--- config.mk ---
export PLATFORM = sky130hd
export DESIGN_NAME = id_ex_reg
export DESIGN_NICKNAME = d
export VERILOG_FILES = /design/src/rtl/id_ex_reg.sv
export SDC_FILE = /design/constraint.sdc
export NUM_CORES = 1
export LEC_CHECK = 0
export CORE_MARGIN = 2
export CORE_UTILIZATION = 42
export DETAILED_ROUTE_END_ITERATION = 12
export PLACE_DENSITY = 0.84
export SLEW_MARGIN = 10
export SYNTH_ARGS = -nofsm -noshare
export SYNTH_HDL_FRONTEND = slang
export SYNTH_SLANG_ARGS = --single-unit
--- constraint.sdc ---
create_clock -name clk -period 2.3 [get_ports clk]
set_input_delay 0.345 -clock clk [delete_from_list [all_inputs] [get_ports clk]]
set_output_delay 0.345 -clock clk [all_outputs]
set_load 0.005 [all_outputs]
--- src/rtl/id_ex_reg.sv ---
// ID/EX pipeline register with write-back bypass into the captured operands
// and a combinational load-use hazard detector looking at the EX slot.
module id_ex_reg (
  input  logic        clk,
  input  logic        rst,
  input  logic        stall,
  input  logic        flush,
  input  logic        id_valid,
  input  logic [31:0] id_pc,
  input  logic [4:0]  id_rs1_addr,
  input  logic [4:0]  id_rs2_addr,
  input  logic [4:0]  id_rd_addr,
  input  logic [31:0] id_rs1_data,
  input  logic [31:0] id_rs2_data,
  input  logic [31:0] id_imm,
  input  logic [3:0]  id_alu_sel,
  input  logic        id_b_sel,
  input  logic [3:0]  id_ctrl,
  input  logic        wb_wen,
  input  logic [4:0]  wb_rd,
  input  logic [31:0] wb_data,
  output logic        ex_valid,
  output logic [31:0] ex_pc,
  output logic [4:0]  ex_rd_addr,
  output logic [31:0] ex_op_a,
  output logic [31:0] ex_op_b,
  output logic [31:0] ex_rs2_data,
  output logic [4:0]  ex_shamt,
  output logic [3:0]  ex_alu_sel,
  output logic [3:0]  ex_ctrl,
  output logic        load_use
);

  localparam int unsigned XLEN = 32;
  localparam int unsigned RW   = 5;

  logic            w_rs1_hit;
  logic            w_rs2_hit;
  logic [XLEN-1:0] w_rs1_val;
  logic [XLEN-1:0] w_rs2_val;
  logic            w_bubble;

  // Register-file write in the same cycle is not yet visible on the read ports.
  always_comb begin
    w_rs1_hit = wb_wen && (wb_rd != RW'(0)) && (wb_rd == id_rs1_addr);
    w_rs2_hit = wb_wen && (wb_rd != RW'(0)) && (wb_rd == id_rs2_addr);
    w_rs1_val = w_rs1_hit ? wb_data : id_rs1_data;
    w_rs2_val = w_rs2_hit ? wb_data : id_rs2_data;
    w_bubble  = rst || flush || (!stall && !id_valid);
  end

  // Priority: reset/flush clear, stall holds, otherwise capture ID.
  always_ff @(posedge clk) begin
    if (w_bubble) begin
      ex_valid    <= 1'b0;
      ex_pc       <= '0;
      ex_rd_addr  <= '0;
      ex_op_a     <= '0;
      ex_op_b     <= '0;
      ex_rs2_data <= '0;
      ex_alu_sel  <= '0;
      ex_ctrl     <= '0;
    end else if (!stall) begin
      ex_valid    <= 1'b1;
      ex_pc       <= id_pc;
      ex_rd_addr  <= id_rd_addr;
      ex_op_a     <= w_rs1_val;
      ex_op_b     <= id_b_sel ? id_imm : w_rs2_val;
      ex_rs2_data <= w_rs2_val;
      ex_alu_sel  <= id_alu_sel;
      ex_ctrl     <= id_ctrl;
    end
  end

  assign ex_shamt = ex_op_b[RW-1:0];

  // rs2 match counts even for immediate-form instructions (conservative).
  assign load_use = ex_valid && ex_ctrl[1] && (ex_rd_addr != RW'(0)) && id_valid &&
                    ((ex_rd_addr == id_rs1_addr) || (ex_rd_addr == id_rs2_addr));

endmodule

==> results of run 1 <==
cells by family (layout without fill, tap and decap cells):
logic type / after synthesis / after routing / share of synthesized area [%]
and+or+nand+nor: 442 / 442 / 30.7
buffers and inverters: 105 / 408 / 6.73
DFF: 142 / 142 / 37.5
muxes: 45 / 45 / 5.94
xor gates and xnor gates: 20 / 20 / 2.31
AOI/OAI and AO/OA: 198 / 198 / 16.8
power groups by stage:
stage	Clock, mW	Sequential (mW)	Combinational, mW
3_3_place_gp	0	2.66	1.35
3_5_place_dp	0	2.66	1.36
6_report	2.92	2.61	1.38
2_1_floorplan	0	2.66	0.601
4_1_cts	2.94	2.61	1.37
5_1_grt	3.06	2.62	1.47
through the flow:
stage               worst slack [ns]  instance area, um^2  instances  utilization, %
floorplan                      0.568                 7580        952               -
global placement              0.0342                11200       1452            62.9
detailed placement            0.0329                11200       1452            62.9
CTS                           0.0712                11800       1484            66.4
global route                  0.0109                11800       1484            66.4
finish                         0.102                11800       1484            66.4
layer usage:
layer	share of wire (%)	global-route usage (%)
met1	39	34.1
met2	48	47.1
met3	9.9	9.04
met4	3.3	11.0
met5	0	0
path summary, 6_finish.rpt:
kind	end	slack (ns)	depth (start not counted)	startpoint
setup / recovery	load_use	0.10	4	ex_rd_addr[0]
hold / removal	ex_op_b[28]	0.44	5	id_b_sel
setup reg to reg	ex_op_b[1]	1.26	4	ex_op_b[1]
hold reg to reg	ex_pc[7]	0.50	2	ex_pc[7]
worst register-to-register path, delay by kind of cell (launching register included):
family	cells	cell delay, ns
DFF	1	0.38
AOI/OAI and AO/OA	1	0.16
and+or+nand+nor	3	0.44
layout make-up:
type                       count  area (um^2)  share of cell area [%]
sequential                   142         2850                    24.0
clock inverter                12          159                    1.34
tap                          229          287                    2.42
clock buffer                  20          457                    3.86
inverter                       2         8.76                  0.0739
timing repair buffer         374         3830                    32.4
multi-input combinational    705         4250                    35.9
placed cells by master, fill, tap and decap left out, types with 2 or more instances in the layout:
cell | netlist | layout
buf_4 | 7 | 18
inv_6 | 0 | 3
dfxtp_1 | 142 | 140
nor4_1 | 32 | 32
o2111ai_1 | 33 | 32
nor3_1 | 34 | 34
o21a_1 | 33 | 33
nor3_2 | 32 | 32
o211ai_4 | 2 | 2
nor2_1 | 79 | 77
buf_12 | 0 | 14
nand4_1 | 34 | 34
xor2_1 | 6 | 6
nand3_1 | 66 | 66
clkinv_2 | 0 | 3
o21ai_0 | 93 | 93
clkinvlp_4 | 0 | 2
clkbuf_8 | 0 | 2
nand2_1 | 96 | 96
mux2i_1 | 45 | 45
a31oi_1 | 32 | 32
clkinv_4 | 0 | 2
o21ai_1 | 3 | 3
xnor2_1 | 14 | 14
bufinv_16 | 0 | 3
clkbuf_16 | 0 | 17
nor2_4 | 0 | 2
nor2b_1 | 64 | 64
clkdlybuf4s50_1 | 0 | 339
flip-flops by register name (all words and copies together) (netlist names):
register / count
ex_op_a: 32
ex_op_b: 32
ex_pc: 32
ex_rs2_data: 32
ex_rd_addr: 5
ex_alu_sel: 4
ex_ctrl: 4
ex_valid: 1
what timing repair did:
| item | 4_1_cts | 5_1_grt |
|---|---|---|
| resized for setup | 5 | 0 |
| setup endpoints to repair | 1 | 1 |
| pin swaps | 1 | 1 |
| hold buffers | 0 | 0 |
| hold endpoints to repair | 0 | 0 |
==> results.yml, run 1 <==
run_status:
  status: "completed"
grt:
  track_usage_pct: 28.3
  grt_first_pass_wirelength_um: 44400
  grt_antenna_before_repair: 0
  first_global_vias: 8250
  grt_remaining_overflow: 0
  grt_max_degree: 89
floorplanning:
  die_h_um: 138
  rows: 49
  die_x_um: 138
  dieArea_um2: 19200
  core_area_um2: 17800
  io_pins: 343
  initial_core_util_pct: 42.5
synth:
  synth_common_cells: "142 x dfxtp_1, 96 x nand2_1, 93 x o21ai_0, 79 x nor2_1, 66 x nand3_1"
  ys.flop_type: "dfxtp_1"
  syn-num-nets: 1147
  synth_area_leaders: "dfxtp_1 37%, o21ai_0 6.1%, mux2i_1 5.9%"
  synth_area_um2: 7580
  ys_ff_latch: 142
  ys_seq_area_share_pct: 37.5
  synth_warnings: 0
  async_reset_ff_share_pct: 0
  synth_top_area_cell: "dfxtp_1"
  syn_inst: 952
  synth_top_area_share_pct: 37.5
  synth_edf_count: 0
  synth.avg_cell_area_um2: 7.97
  synth.most_common_cell: "dfxtp_1"
  ys_types: 31
setup_path:
  crit_family: "simple AND/OR/NAND/NOR gates"
  crit_required_ns: 1.96
  path_max_fanout: 5
  crit_chain: "or4_1, o2111ai_2, a21oi_1, dlygate4sd2_1"
  crit_type: "reg2out"
  worstPathArrival_ns: 1.85
  cp_slowest_stage_delay_ns: 0.54
  cp-end-kind: "output pin"
  cp_num_buf_inv: 1
  cpMaxStageDelayCell: "or4_1"
  start_kind: "register"
layout:
  diodes: 0
  area_delta_synth_final_pct: 56.2
  fillers: 1409
  fin_nets: 1437
  drive_gt1_share_pct: 8.69
clock_network:
  cts_max_level: 4
  cts_sinks: 142
  clk_path_buf_depth: 2
  cts_tree: "done"
  cts-root-buf: "clkbuf_16"
  path_clk_slew_ns: 0.07
  cts_setup_buffers: 0
  cts_inserted_buffers: 17
  worst_skew_pair.late_latency_ns: 0.41
power:
  powerDensity_nw_per_um2: 583
  p_switching_mw: 1.85
  p_seq_share_pct: 37.8
  switching_share_pct: 26.9
  peakVddDrop_uv: 483
  clkPwrFrac_pct: 42.3
  combPwrFrac_pct: 19.9
  fin_total_pwr_mw: 6.90
  leakagePower_nw: 4.43
  p_int_mw: 5.05
detailed_routing:
  vias_per_cell: 5.69
  drc: 0
  wire_per_inst_um: 19.0
  routed_wirelength_um: 28200
  drt_iter0_drc: 711
  first_pass_iters: 6
  via_count: 8441
  ant_nets: 0
sta:
  hold_viol_final: 0
  period_share_pct: 95.6
  whs_ns: 0.444
  skew_ns: 0
  fin_crit_ns: 2.20
  tightestPinTransition_ns: 0.486
  setup_viol: 0
  fmax_mhz: 455
  finalSetupTns_ns: 0
  rsz0062_at_grt: "no"
  drv_slew: 0
  maxSlewHeadroom_pct: 67.6
flow_run:
  drv_cap: 0
min_path:
  hp-class: "in2reg"
place:
  gp_congestion: 0.857
  port_buffers: 342
  dpl.hpwl_um: 19300
(Power assumes the default switching activity.)
==> inputs of run 2 (changes only) <==
CORE_UTILIZATION = 43   (was 42)
CTS_BUF_LIST = sky130_fd_sc_hd__clkbuf_8   (was unset)
PLACE_DENSITY = 0.85   (was 0.84)
TNS_END_PERCENT = 20   (was unset)
==> results.yml, run 2 (synthesized netlist as in run 1, its figures left out) <==
flow_run:
  drv_cap: 0
grt:
  grt_max_degree: 78
  grt_first_pass_wirelength_um: 42700
  grt_remaining_overflow: 0
  grt_antenna_before_repair: 1
  first_global_vias: 8062
  track_usage_pct: 29.0
place:
  gp_congestion: 0.865
  dpl.hpwl_um: 19500
  port_buffers: 342
  pre_cts_slack_ns: -0.0163
detailed_routing:
  drc: 0
  ant_nets: 0
  routed_wirelength_um: 28100
  drt_iter0_drc: 724
  via_count: 8578
  vias_per_cell: 5.80
  top_layer_used: "met4"
  wl_met1_um: 10900
  dr_wl_met2_um: 13600
  wire_per_inst_um: 19.0
  wl_met3_um: 2710
  first_pass_iters: 5
setup_path:
  r2r_start: "ex_op_b[25]"
  r2r_cells: 4
  cp-end-kind: "output pin"
  start_kind: "register"
  path_max_fanout: 5
  worstSetupStartpoint: "ex_rd_addr[0]"
  timing.rr.end: "ex_op_b[25]"
  crit_required_ns: 1.96
  rrSetupSlack_ns: 1.20
  crit_type: "reg2out"
  worstPathArrival_ns: 1.86
run_status:
  status: "completed"
floorplanning:
  rows: 48
  die_x_um: 137
  dieArea_um2: 18700
  initial_core_util_pct: 43.9
  core_area_um2: 17300
  io_pins: 343
  die_h_um: 137
sta:
  drv_slew: 0
  setup_viol: 0
  tightestPinTransition_ns: 1.01
  period_share_pct: 96.0
  hold_viol_final: 0
  whs_ns: 0.343
  rsz0062_at_grt: "no"
  maxSlewHeadroom_pct: 32.5
  finalSetupTns_ns: 0
  fmax_mhz: 453
  skew_ns: 0
  fin_crit_ns: 2.21
  fin_ws_ns: 0.0921
layout:
  fin_nets: 1435
  final_common_cell: "clkdlybuf4s50_1"
  area_delta_synth_final_pct: 53.5
  drive_gt1_share_pct: 8.62
  final_cell_mix: "339 x clkdlybuf4s50_1, 140 x dfxtp_1, 96 x nand2_1, 93 x o21ai_0, 77 x nor2_1"
power:
  powerDensity_nw_per_um2: 526
  leakagePower_nw: 4.33
  peakVddDrop_uv: 341
  fin_total_pwr_mw: 6.13
clock_network:
  path_clk_slew_ns: 0.08
  cts_max_level: 4
  cts_sinks: 142
  worst_skew_pair.late_latency_ns: 0.46
  cts_tree: "done"
  cts_inserted_buffers: 17
  cts-root-buf: "clkbuf_8"
  clk_path_buf_depth: 2
  hold_buffers: 0
min_path:
  whs_path_depth: 5
  worstHoldStart: "id_b_sel"
  hp-class: "in2reg"
  min_to: "ex_op_b[29]"
run 2: changes by cell type in the layout (fill, tap and decap cells not counted), sizes merged:
| cell | previous run | this run |
|---|---|---|
| buf | 34 | 32 |
| clkinvlp | 2 | 3 |
| clkinv | 5 | 4 |
| inv | 4 | 6 |
| diode | 0 | 2 |
| clkbuf | 20 | 19 |
| bufinv | 3 | 2 |
run 2: per-layer routing:
metal  up-vias  global-route usage, %
met5         -                      0
met4         0                   11.3
met3        75                   7.89
met2       502                   48.6
met1      4012                   35.5
li1       3989                      -
run 2: final cells by class:
type                    instances  area, um^2
inverters                       2        8.76
clock inverters                13         153
multi-input cells             705        4250
diodes                          2        5.00
repair buffers                372        3830
well taps                     225         282
clock buffers                  19         262
flip-flops and latches        142        2850
fillers                      1391        5650
run 2: worst max-delay path by stage:
stage | endpoint | slack (ns) | cells after the start
detailed placement | ex_ctrl[0] | -0.02 | 5
floorplan | ex_op_a[10] | 0.57 | 5
global route | load_use | 0.002 | 4
CTS | load_use | 0.03 | 4
finish | load_use | 0.09 | 4
global placement | ex_op_a[5] | 0.04 | 6
run 2: repair_timing:
| action | CTS | global route |
|---|---|---|
| pin swaps | 1 | 1 |
| setup buffers | 0 | 0 |
| setup endpoints to repair | 1 | 1 |
| resized for setup | 5 | 0 |
| cloned | 0 | 0 |
run 2: worst max-delay path, cell delays in order (launching register included):
cell and delay, ns:
dfxtp_4 0.37, or4_1 0.53, o2111ai_2 0.18, a21oi_1 0.07
dlygate4sd2_1 0.26
run 2: power by group:
group	switching, mW	leakage [nW]	internal [mW]	total (mW)
logic	0.660	2.97	0.722	1.38
registers	0.0553	1.16	2.55	2.60
clock network	1.10	0.200	1.04	2.14
total	1.81	4.33	4.31	6.13
run 2: stage by stage:
stage / utilization, % / instances / area, um^2
finish: 67.3 / 1480 / 11600
global route: 67.3 / 1479 / 11600
CTS: 67.3 / 1478 / 11600
detailed placement: 64.8 / 1446 / 11200
global placement: 64.8 / 1446 / 11200
floorplan: - / 952 / 7580
==> inputs of run 3 (changes only) <==
GPL_ROUTABILITY_DRIVEN = 0   (was unset)
==> results of run 3 <==
Final layout, timing and power as in run 2 (identical DEF).
